$ cat src/rtl/mtx_dec_multi_port.sv
// -----------------------------------------------------------------------------
// mtx_dec_multi_port
//
// Bus-matrix input-side decoder. It steers one AHB input stage to one of
// NUM_PORTS output stages using per-port inclusive address windows. Any
// address outside every window goes to an integrated default slave, which
// answers NONSEQ/SEQ transfers with a two-cycle ERROR response.
// The data-phase response (HREADYOUT/HRESP/HRDATA/HRUSER) is muxed back from
// whichever target owned the previous address phase.
// The block also records diagnostics for unmapped accesses: the first
// offending address since the last clear, and a saturating count.
//
// Ports:
//   HCLK, HRESET        clock, synchronous active-high reset
//   HREADYS             input-stage HREADY (address phase accepted)
//   sel_dec             HSEL from the input stage
//   decode_addr_dec     HADDR[31:ADDR_LSB]
//   trans_dec           HTRANS
//   active_dec_i        per-port output-stage active flags
//   readyout_dec_i      per-port HREADYOUT
//   resp_dec_i          per-port HRESP (2 bits each)
//   rdata_dec_i         per-port HRDATA (32 bits each)
//   ruser_dec_i         per-port HRUSER (RUSER_W bits each)
//   err_clr             clears err_valid and err_count
//   sel_dec_o           per-port HSEL, one-hot or zero
//   active_dec          active flag of the address-phase target
//   HREADYOUTS, HRESPS, HRUSERS, HRDATAS   muxed data-phase response
//   err_valid, err_addr, err_count         unmapped-access diagnostics
// -----------------------------------------------------------------------------
module mtx_dec_multi_port #(
  parameter int NUM_PORTS = 2,
  parameter int ADDR_LSB  = 10,
  parameter int RUSER_W   = 3,
  parameter logic [NUM_PORTS*(32-ADDR_LSB)-1:0] REGION_BASE  = '0,
  parameter logic [NUM_PORTS*(32-ADDR_LSB)-1:0] REGION_LIMIT = '1,
  parameter bit IDLE_HOLD = 1'b1,
  parameter int CNT_W     = 8
) (
  input  logic                           HCLK,
  input  logic                           HRESET,
  input  logic                           HREADYS,
  input  logic                           sel_dec,
  input  logic [31-ADDR_LSB:0]           decode_addr_dec,
  input  logic [1:0]                     trans_dec,
  input  logic [NUM_PORTS-1:0]           active_dec_i,
  input  logic [NUM_PORTS-1:0]           readyout_dec_i,
  input  logic [2*NUM_PORTS-1:0]         resp_dec_i,
  input  logic [32*NUM_PORTS-1:0]        rdata_dec_i,
  input  logic [RUSER_W*NUM_PORTS-1:0]   ruser_dec_i,
  input  logic                           err_clr,
  output logic [NUM_PORTS-1:0]           sel_dec_o,
  output logic                           active_dec,
  output logic                           HREADYOUTS,
  output logic [1:0]                     HRESPS,
  output logic [RUSER_W-1:0]             HRUSERS,
  output logic [31:0]                    HRDATAS,
  output logic                           err_valid,
  output logic [31-ADDR_LSB:0]           err_addr,
  output logic [CNT_W-1:0]               err_count
);

  localparam int AW = 32 - ADDR_LSB;
  // Select vectors carry one extra entry at index NUM_PORTS for the default slave.
  localparam logic [NUM_PORTS:0] SEL_DEFAULT = {1'b1, {NUM_PORTS{1'b0}}};

  typedef enum logic [1:0] {
    DS_IDLE = 2'd0,
    DS_ERR1 = 2'd1,
    DS_ERR2 = 2'd2
  } ds_state_t;

  logic [NUM_PORTS-1:0] match;
  logic [NUM_PORTS:0]   dec_sel;
  logic [NUM_PORTS:0]   addr_sel;
  logic [NUM_PORTS:0]   dsel_reg;
  logic                 found;
  logic                 def_sel;
  logic                 new_access;

  ds_state_t            ds_state_reg, ds_state_next;
  logic                 ds_ready;
  logic [1:0]           ds_resp;

  logic                 err_valid_reg;
  logic [AW-1:0]        err_addr_reg;
  logic [CNT_W-1:0]     err_count_reg;

  // ---------------------------------------------------------------------------
  // Window match. Bounds are checked through the borrow bit of a widened
  // subtraction so that a window starting at zero or ending at all-ones does
  // not degenerate into an always-true constant comparison.
  // ---------------------------------------------------------------------------
  for (genvar gi = 0; gi < NUM_PORTS; gi++) begin : g_match
    localparam logic [AW-1:0] BASE  = REGION_BASE[gi*AW +: AW];
    localparam logic [AW-1:0] LIMIT = REGION_LIMIT[gi*AW +: AW];
    logic [AW:0] lo_diff;
    logic [AW:0] hi_diff;
    assign lo_diff    = {1'b0, decode_addr_dec} - {1'b0, BASE};
    assign hi_diff    = {1'b0, LIMIT} - {1'b0, decode_addr_dec};
    assign match[gi]  = ~lo_diff[AW] & ~hi_diff[AW];
  end

  // Lowest matching port wins; no match falls through to the default slave.
  always_comb begin
    dec_sel = '0;
    found   = 1'b0;
    for (int i = 0; i < NUM_PORTS; i++) begin
      if (match[i] && !found) begin
        dec_sel[i] = 1'b1;
        found      = 1'b1;
      end
    end
    if (!found) begin
      dec_sel[NUM_PORTS] = 1'b1;
    end
  end

  // IDLE transfers can keep pointing at the current data-phase owner so the
  // output-stage selects do not toggle for cycles that carry no transfer.
  always_comb begin
    addr_sel = dec_sel;
    if (IDLE_HOLD && (trans_dec == 2'b00)) begin
      addr_sel = dsel_reg;
    end
  end

  assign sel_dec_o  = {NUM_PORTS{sel_dec}} & addr_sel[NUM_PORTS-1:0];
  assign def_sel    = sel_dec & addr_sel[NUM_PORTS];
  assign new_access = def_sel & HREADYS & trans_dec[1];

  always_comb begin
    active_dec = addr_sel[NUM_PORTS];
    for (int i = 0; i < NUM_PORTS; i++) begin
      active_dec = active_dec | (addr_sel[i] & active_dec_i[i]);
    end
  end

  // ---------------------------------------------------------------------------
  // Data-phase select: follows the address phase whenever it is accepted.
  // ---------------------------------------------------------------------------
  always_ff @(posedge HCLK) begin
    if (HRESET) begin
      dsel_reg <= SEL_DEFAULT;
    end else if (HREADYS) begin
      dsel_reg <= addr_sel;
    end
  end

  // ---------------------------------------------------------------------------
  // Default slave: two-cycle ERROR response (wait, then complete).
  // ---------------------------------------------------------------------------
  always_ff @(posedge HCLK) begin
    if (HRESET) begin
      ds_state_reg <= DS_IDLE;
    end else begin
      ds_state_reg <= ds_state_next;
    end
  end

  always_comb begin
    ds_state_next = ds_state_reg;
    ds_ready      = 1'b1;
    ds_resp       = 2'b00;
    case (ds_state_reg)
      DS_IDLE: begin
        if (new_access) begin
          ds_state_next = DS_ERR1;
        end
      end
      DS_ERR1: begin
        ds_ready      = 1'b0;
        ds_resp       = 2'b01;
        ds_state_next = DS_ERR2;
      end
      DS_ERR2: begin
        ds_resp       = 2'b01;
        ds_state_next = new_access ? DS_ERR1 : DS_IDLE;
      end
      default: begin
        ds_state_next = DS_IDLE;
      end
    endcase
  end

  // ---------------------------------------------------------------------------
  // Data-phase response mux. AND-OR over the one-hot select so an unselected
  // port can never leak X onto the input stage.
  // ---------------------------------------------------------------------------
  always_comb begin
    HREADYOUTS = dsel_reg[NUM_PORTS] & ds_ready;
    HRESPS     = {2{dsel_reg[NUM_PORTS]}} & ds_resp;
    HRDATAS    = '0;
    HRUSERS    = '0;
    for (int i = 0; i < NUM_PORTS; i++) begin
      HREADYOUTS = HREADYOUTS | (dsel_reg[i] & readyout_dec_i[i]);
      HRESPS     = HRESPS  | ({2{dsel_reg[i]}} & resp_dec_i[2*i +: 2]);
      HRDATAS    = HRDATAS | ({32{dsel_reg[i]}} & rdata_dec_i[32*i +: 32]);
      HRUSERS    = HRUSERS | ({RUSER_W{dsel_reg[i]}} & ruser_dec_i[RUSER_W*i +: RUSER_W]);
    end
  end

  // ---------------------------------------------------------------------------
  // Unmapped-access diagnostics. A new error in the same cycle as err_clr
  // starts a fresh record rather than being lost.
  // ---------------------------------------------------------------------------
  always_ff @(posedge HCLK) begin
    if (HRESET) begin
      err_valid_reg <= 1'b0;
      err_addr_reg  <= '0;
      err_count_reg <= '0;
    end else if (new_access) begin
      if (!err_valid_reg || err_clr) begin
        err_addr_reg <= decode_addr_dec;
      end
      err_valid_reg <= 1'b1;
      if (err_clr) begin
        err_count_reg <= CNT_W'(1);
      end else if (!(&err_count_reg)) begin
        err_count_reg <= err_count_reg + CNT_W'(1);
      end
    end else if (err_clr) begin
      err_valid_reg <= 1'b0;
      err_count_reg <= '0;
    end
  end

  assign err_valid = err_valid_reg;
  assign err_addr  = err_addr_reg;
  assign err_count = err_count_reg;

endmodule

$ cat config.mk
export PLATFORM = sky130hd
export DESIGN_NAME = mtx_dec_multi_port
export DESIGN_NICKNAME = d
export VERILOG_FILES = /design/src/rtl/mtx_dec_multi_port.sv
export SDC_FILE = /design/constraint.sdc
export NUM_CORES = 1
export LEC_CHECK = 0
export BUFFER_PORTS_ARGS = -buffer_cell sky130_fd_sc_hd__buf_4
export CORE_MARGIN = 4
export CORE_UTILIZATION = 35
export DETAILED_ROUTE_END_ITERATION = 8
export GPL_TIMING_DRIVEN = 0
export PLACE_DENSITY_LB_ADDON = 0.05
export SETUP_SLACK_MARGIN = 0.1
export SLEW_MARGIN = 20
export SYNTH_ARGS = -nofsm -noshare
export SYNTH_HDL_FRONTEND = slang
export SYNTH_SLANG_ARGS = --single-unit
$ cat constraint.sdc
create_clock -name HCLK -period 1.4 [get_ports HCLK]
set_input_delay 0.07 -clock HCLK [delete_from_list [all_inputs] [get_ports HCLK]]
set_output_delay 0.07 -clock HCLK [all_outputs]
set_load 0.01 [all_outputs]
==> After elaboration in Yosys (flattened, before gate mapping) <==
Cells that the tools add are included.
{ "word_totals": {"word_cells": 58, "output_inout_bits": 72, "register_bits": 36, "inputBits": 107} }
{ "classes": {"mux": 14, "add_sub_neg": 2, "n_bitwise": 24, "n_eq_ne": 4, "reduce_logical": 9} }
{ "ops": {"columns": ["op", "count"], "rows": [
  ["bitwise AND 32 bit", 2],
  ["2-to-1 mux 8 bit", 4],
  ["bitwise OR 32 bit", 1],
  ["subtractor 22 x 22 -> 23 bit (first input constant)", 1],
  ["adder 8 x 1 -> 8 bit (second input constant)", 1],
  ["bitwise AND 1 bit", 8],
  ["bitwise AND 2 bit", 4],
  ["AND reduction 8 bit", 1],
  ["2-to-1 mux 1 bit", 7],
  ["bitwise AND 3 bit", 2],
  ["one-hot mux 2 bit (3 select lines)", 1],
  ["zero test 2 bit", 2],
  ["inequality test 2 bit (second input constant)", 2],
  ["bitwise OR 1 bit", 4],
  ["bitwise OR 2 bit", 2],
  ["AND reduction 2 bit", 2],
  ["2-to-1 mux 3 bit", 1],
  ["bitwise OR 3 bit", 1],
  ["equality test 2 x 1 -> 1 bit (second input constant)", 1],
  ["equality test 2 bit (second input constant)", 1],
  ["2-to-1 mux 2 bit", 1],
  ["nonzero test 2 bit", 1],
  ["OR reduction 2 bit", 1],
  ["zero test 1 bit", 1],
  ["logical OR 1 bit", 1]
]} }

==> Longest topological paths before layout <==
Gate-level depths: netlist (run 1).
{ "logic_depth": {"word_depth": 8, "mapped_depth": 4, "ltp_nobuf": 4} }

==> Least setup slack after synthesis (run 1) <==
No wires, ideal clock.
{ "synth_path": {"path_kind": "flip-flop to output port", "from": "register ds_state_reg[0]", "to": "output port HRESPS[0]", "arrival_ns": 0.979, "stages_incl_launch_ff": 5, "slack_ns": 0.351, "required_time_ns": 1.330, "cell_sequence": "dfxtp_1 -> inv_1 -> ha_1 -> a222oi_1 -> inv_1"} }
{ "synth_between": {"elab_chain_cells": 6} }
{ "synth_lines": {"columns": ["element", "line_no", "source"], "rows": [
  ["start, declared", "80", "ds_state_t ds_state_reg, ds_state_next;"],
  ["start signal, assigned", "156", "ds_state_reg <= ds_state_next;"],
  ["equality test 2 bit or equality test 2 x 1 -> 1 bit (tied branches)", "164", "case (ds_state_reg)"],
  ["OR reduction 2 bit (no source line) *", null, null],
  ["2-to-1 mux 1 bit *", "164", null],
  ["bitwise AND 2 bit *", "191", "HRESPS = {2{dsel_reg[NUM_PORTS]}} & ds_resp;"],
  ["bitwise OR 2 bit * (2 in a row)", "196", "HRESPS = HRESPS | ({2{dsel_reg[i]}} & resp_dec_i[2*i +: 2]);"],
  ["end, declared", "54", "output logic [1:0] HRESPS,"]
]} }
Every way passes the cells marked *; elsewhere a longest branch is shown, timed or not.

==> Worst setup path in the final report (run 1) <==
{ "layout_path": {"from": "register dsel_reg[0]", "to": "output port active_dec"} }
{ "layout_between": {"elab_chain_cells": 4} }
{ "layout_lines": {"columns": ["element", "line_no", "source"], "rows": [
  ["start, declared", "75", "logic [NUM_PORTS:0] dsel_reg;"],
  ["start signal, assigned", "145", "dsel_reg <= addr_sel;"],
  ["2-to-1 mux 3 bit", "122", "if (IDLE_HOLD && (trans_dec == 2'b00)) begin"],
  ["bitwise AND 1 bit", "134", "active_dec = active_dec | (addr_sel[i] & active_dec_i[i]);"],
  ["bitwise OR 1 bit (2 in a row)", "134", null],
  ["end, declared", "52", "output logic active_dec,"]
]} }
Every way passes these cells.

==> results of run 1 <==
==> where the power goes <==
group          total, uW  leakage, uW  internal, uW  switching (uW)
combinational        539      0.00122           351             188
sequential          1030     0.000292          1030            3.46
clock                968    0.0000645           628             340
==> cell type report <==
cell class	count	area, sq um	area share, %
Buffer	13	136	4.38
Clock buffer	7	96.3	3.09
Clock inverter	1	30.0	0.964
Inverter	5	18.8	0.603
Multi-Input combinational cell	87	682	21.9
Sequential cell	36	724	23.3
Tap cell	50	62.6	2.01
Timing Repair Buffer	165	1360	43.8
==> stage by stage <==
stage	util, %	area (sq um)	power (uW)	hold WS (ns)	cells
final	77.3	3110	2540	0.0806	364
after global routing	77.3	3110	2650	0.110	364
after CTS	72.2	2910	2500	0.0700	357
after detailed placement	66.9	2700	1500	0.381	346
after global placement	66.9	2700	1500	0.372	346
after floorplan	-	1470	1200	0.191	141
==> cells by family (layout without fill, tap and decap cells) <==
family	count (synthesis)	in the layout	synth area share [%]
buffers and inverters	18	191	6.98
multiplexers	1	1	0.681
AND/OR/NAND/NOR	38	38	15.4
adder cells (fa/ha/maj)	2	2	1.70
AO/OA/AOI/OAI	46	46	26.2
flip-flops	36	36	49.1
==> repair_timing <==
action,in CTS,in global routing
setup buffers,3,4
setup endpoints to repair,33,40
gates resized for setup,13,36
pin swaps,5,9
cloned,0,3
==> synth_stat cells <==
master,instances,share of area (%)
dfxtp_1,36,49
a22o_1,36,21
buf_2,8,2.7
nand2_1,2,0.51
a222oi_1,1,0.68
clkbuf_2,2,0.68
o31ai_1,2,1.0
a21o_1,1,0.51
o31a_1,1,0.60
a22oi_1,1,0.51
and3b_1,1,0.60
o21ai_0,2,0.68
a21oi_1,2,0.68
nor3_1,1,0.34
ha_1,2,1.7
and2_1,9,3.8
mux2i_1,1,0.68
inv_1,5,1.3
buf_6,3,2.3
nor2b_1,22,9.4
nor2_1,3,0.77
==> per-layer routing <==
layer	wire length, microns	GRT usage (%)	up-vias	share of wire [%]
met1	2250	22.9	797	37
met2	3210	37.5	79	53
li1	-	-	846	-
met5	0	0	-	0
met3	485	5.37	9	8.0
met4	108	6.15	0	1.8
==> critical path: cells and delay by family, from the launching register on <==
kind	cells	cell delay (ns)
buffers and inverters	4	0.52
flip-flops	1	0.32
AO/OA/AOI/OAI	2	0.27
==> path summary, 6_finish.rpt <==
kind / to / slack, ns
setup / recovery: active_dec / -0.06
setup reg to reg: dsel_reg[1] / 0.45
hold reg to reg: err_count[0] / 0.46
hold / removal: err_addr[9] / 0.08
==> flow_summary.ini, run 1 <==
[logic_synthesis]
yosys_warnings = 0
ys_seq_area_share_pct = 49.1
syn_nets = 250
syn_area_per_cell_sq_um = 10.4
syn_area_sq_um = 1470
synth_cell_types = 21
ys_seq_elements = 36
netlist_instances = 141

[pwr]
ir_drop_v = 0.000713
p_leak_uw = 0.00158
powerDensity_nw_per_um2 = 815

[placement]
portBuffers = 155
dp_worst_setup_slack_ns = 0.204
post-dp-hpwl_mm = 4.63
gp_congestion = 0.793

[detailed_routing]
drc = 0
drt_iter0_drc = 22
wl_per_cell_microns = 16.6
ant_nets = 0
num_vias = 1731
routed_wl_mm = 6.05
viasPerCell = 4.76
first_pass_iters = 4

[worst_hold_path]
holdPathStages = 2
hp-start = HRESET
min-delay-path-class = in2reg

[global_routing]
grt_overflow = 0
grt_use_total_pct = 20.4
grt_pass1_vias = 1691
antenna_found_initial = 0
grt_max_degree = 12
grt_pass1_wl_mm = 8.39

[cells_and_area]
final_cell_mix = 142 x buf_4, 36 x a22o_1, 33 x dfxtp_1
layout_commonest_cell = buf_4
largest_reg_flops = 22
area_delta_synth_final_pct = 112
fillCellCount = 293
antenna_cells = 0
final_nets = 422
drive_above_1_share_pct = 61.8

[cts]
path_clk_slew_ns = 0.07
clk_latency_ns = 0.28
max-clock-path-buffers = 2
cts_root_buffer = clkbuf_8
h-tree-depth = 2
cts.sink_count = 36
cts_made_buffers = 5
cts_tree = built
cts.hold.buffers_added = 0

[sta]
final.period_utilization_pct = 105
setup_viol = 13
relSlewSlack_pct = 73.5
setup_ws_ns = -0.0632
drv_slew = 0
hold_viol = 0
skew_ns = 0.000248
period_minus_slack_ns = 1.46
grt_setup_unrepaired = yes
final.setup.tns_ns = -0.178
max_slew.worst_pin.slew_ns = 0.396
max_freq_mhz = 683

[die]
die_area_sq_um = 5300
die_h_microns = 72.8
fp.dieW_microns = 72.8
ioPinCount = 179
coreArea_sq_um = 4030
rows = 23
initial_utilization_pct = 36.5

[critical_path]
max_stage_delay_ns = 0.32
worstSetupStartpoint = dsel_reg[0]
regToRegStartpoint = dsel_reg[1]
cp_common_cell = buf_4
cp_cell_sequence = buf_6, buf_8, buf_4, o31ai_4, o31ai_1, buf_4
startpoint_type = flip-flop
required_ns = 1.33
arrival_ns = 1.39
crit_slowest_cell = dfxtp_2
endpoint_kind = output pin
worst-setup-path-type = reg2out
cp_max_fo = 4
ff2ff_path_depth = 4

[flow_run]
cap_violations = 0

[run_status]
status = finished, violations left
violations = negative setup slack
(Power assumes the default switching activity.)
==> inputs of run 2 (changes only) <==
BUFFER_PORTS_ARGS = unset   (was -buffer_cell sky130_fd_sc_hd__buf_4)
CORE_AREA = 4 4 67 69   (was unset)
CORE_MARGIN = unset   (was 4)
CORE_UTILIZATION = unset   (was 35)
DIE_AREA = 0 0 71 73   (was unset)
DONT_BUFFER_PORTS = 1   (was unset)
==> run 2 against run 1 <==
Compared with the run above:
- critical path depth down 1
- combinational power down 51%
- fmax up 5.4%
- largest power group unchanged
- non-clock buffer count down 156
- first-iteration DRC count up 68%
- sequential share of layout area up 13 points
- flip-flop and latch count unchanged
- cell area down 35%
- clock skew up 0.0073 ns
- the flow now finishes without violations
- worst hold slack worse by 0.047 ns
- via count down 33%
==> flow_summary.ini, run 2 (synthesis gave the netlist of run 1 again) <==
[critical_path]
regToRegStartpoint = dsel_reg[1]
cp_max_fo = 7
endpoint_kind = output pin
ff2ff_path_depth = 3
rrSetupSlack_ns = 0.50
arrival_ns = 1.32
startpoint_type = flip-flop
worstSetupStartpoint = dsel_reg[0]
worst-setup-path-type = reg2out
required_ns = 1.33

[sta]
hold_viol = 0
max_slew.worst_pin.slew_ns = 0.407
drv_slew = 0
period_minus_slack_ns = 1.39
setup_viol = 0
grt_setup_unrepaired = yes
final.period_utilization_pct = 99.1
final.setup.tns_ns = 0
max_freq_mhz = 720
relSlewSlack_pct = 72.7
skew_ns = 0.00750
setup_ws_ns = 0.0120

[detailed_routing]
drt_iter0_drc = 37
first_pass_iters = 4
viasPerCell = 5.58
drc = 0
routed_wl_mm = 4.84
num_vias = 1160
ant_nets = 0
wl_per_cell_microns = 23.2

[cts]
max-clock-path-buffers = 2
clk_latency_ns = 0.28
cts.hold.buffers_added = 0
cts.sink_count = 36
cts_tree = built
path_clk_slew_ns = 0.06
cts_made_buffers = 5
h-tree-depth = 2
cts_root_buffer = clkbuf_8

[worst_hold_path]
hp-start = HREADYS
min-delay-path-class = in2reg
holdPathStages = 2

[global_routing]
grt_use_total_pct = 15.4
grt_pass1_wl_mm = 6.05
grt_max_degree = 12
grt_pass1_vias = 1110
grt_overflow = 0
antenna_found_initial = 0

[cells_and_area]
antenna_cells = 0
largest_reg_flops = 22
layout_commonest_cell = dfxtp_1
final_nets = 266
drive_above_1_share_pct = 37.3
area_delta_synth_final_pct = 37.1
final_cell_mix = 32 x dfxtp_1, 22 x nor2b_1, 21 x a22o_4
fillCellCount = 366
finish.utilization_pct = 51.5

[pwr]
ir_drop_v = 0.000799
powerDensity_nw_per_um2 = 994
p_int_uw = 1520
p_seq_share_pct = 51.5
clock_power_share_pct = 35.4
switchingPower_uw = 479
p_leak_uw = 0.000869
switching_share_pct = 23.9
comb_power_share_pct = 13.1

[placement]
gp_congestion = 0.893
portBuffers = 0
dp_worst_setup_slack_ns = 0.239
post-dp-hpwl_mm = 3.62

[die]
fp.dieW_microns = 71
ioPinCount = 179
rows = 23
coreArea_sq_um = 3910
initial_utilization_pct = 37.5
die_h_microns = 73
die_area_sq_um = 5180

[flow_run]
cap_violations = 0

[run_status]
status = finished, final reports clean
[run 2: metrics by stage]
| stage | hold WS [ns] | area (sq um) | cells | total power [uW] |
|---|---|---|---|---|
| 2_1_floorplan | 0.191 | 1470 | 141 | 1200 |
| 3_3_place_gp | 0.198 | 1530 | 191 | 1230 |
| 3_5_place_dp | 0.195 | 1530 | 191 | 1230 |
| 4_1_cts | 0.0235 | 1690 | 203 | 1940 |
| 5_1_grt | 0.0576 | 2010 | 208 | 2100 |
| 6_report | 0.0335 | 2010 | 208 | 2000 |
[run 2: worst paths after layout]
kind                           to
hold reg to reg   ds_state_reg[0]
hold / removal        dsel_reg[0]
setup reg to reg      dsel_reg[1]
setup / recovery       HRUSERS[2]
[run 2: routing by layer]
metal  track usage (%)  wire, microns
met5                 0              0
met4              6.26            128
met3              6.20            443
met2              27.1           2570
met1              16.6           1690
[run 2: critical path, stage by stage, from the launching register on]
cell and delay (ns):
dfxtp_2 0.32, buf_6 0.11, buf_6 0.11, buf_4 0.12, buf_6 0.12, a22o_4 0.26
[run 2: power by group through the flow]
stage / Combinational [uW] / Clock (uW) / Sequential, uW
finish: 262 / 709 / 1030
global route: 280 / 784 / 1030
CTS: 181 / 729 / 1030
detailed placement: 174 / 0 / 1050
global placement: 174 / 0 / 1050
floorplan: 150 / 0 / 1050
[run 2: layout make-up]
class | instances | area, sq um | area share [%]
buffer | 11 | 113 | 5.59
clock buffer | 7 | 76.3 | 3.79
clock inverter | 1 | 8.76 | 0.435
inverter | 5 | 18.8 | 0.932
multi-input combinational | 87 | 881 | 43.7
sequential | 36 | 726 | 36.0
tap | 50 | 62.6 | 3.11
timing repair buffer | 11 | 129 | 6.40
[run 2: repair_timing]
action / CTS / global route
pin swaps: 2 / 10
endpoints found under the hold margin: 0 / 0
buffers inserted: 4 / 4
endpoints found under the setup margin: 13 / 38
cloned: 0 / 3
gates resized for setup: 11 / 47
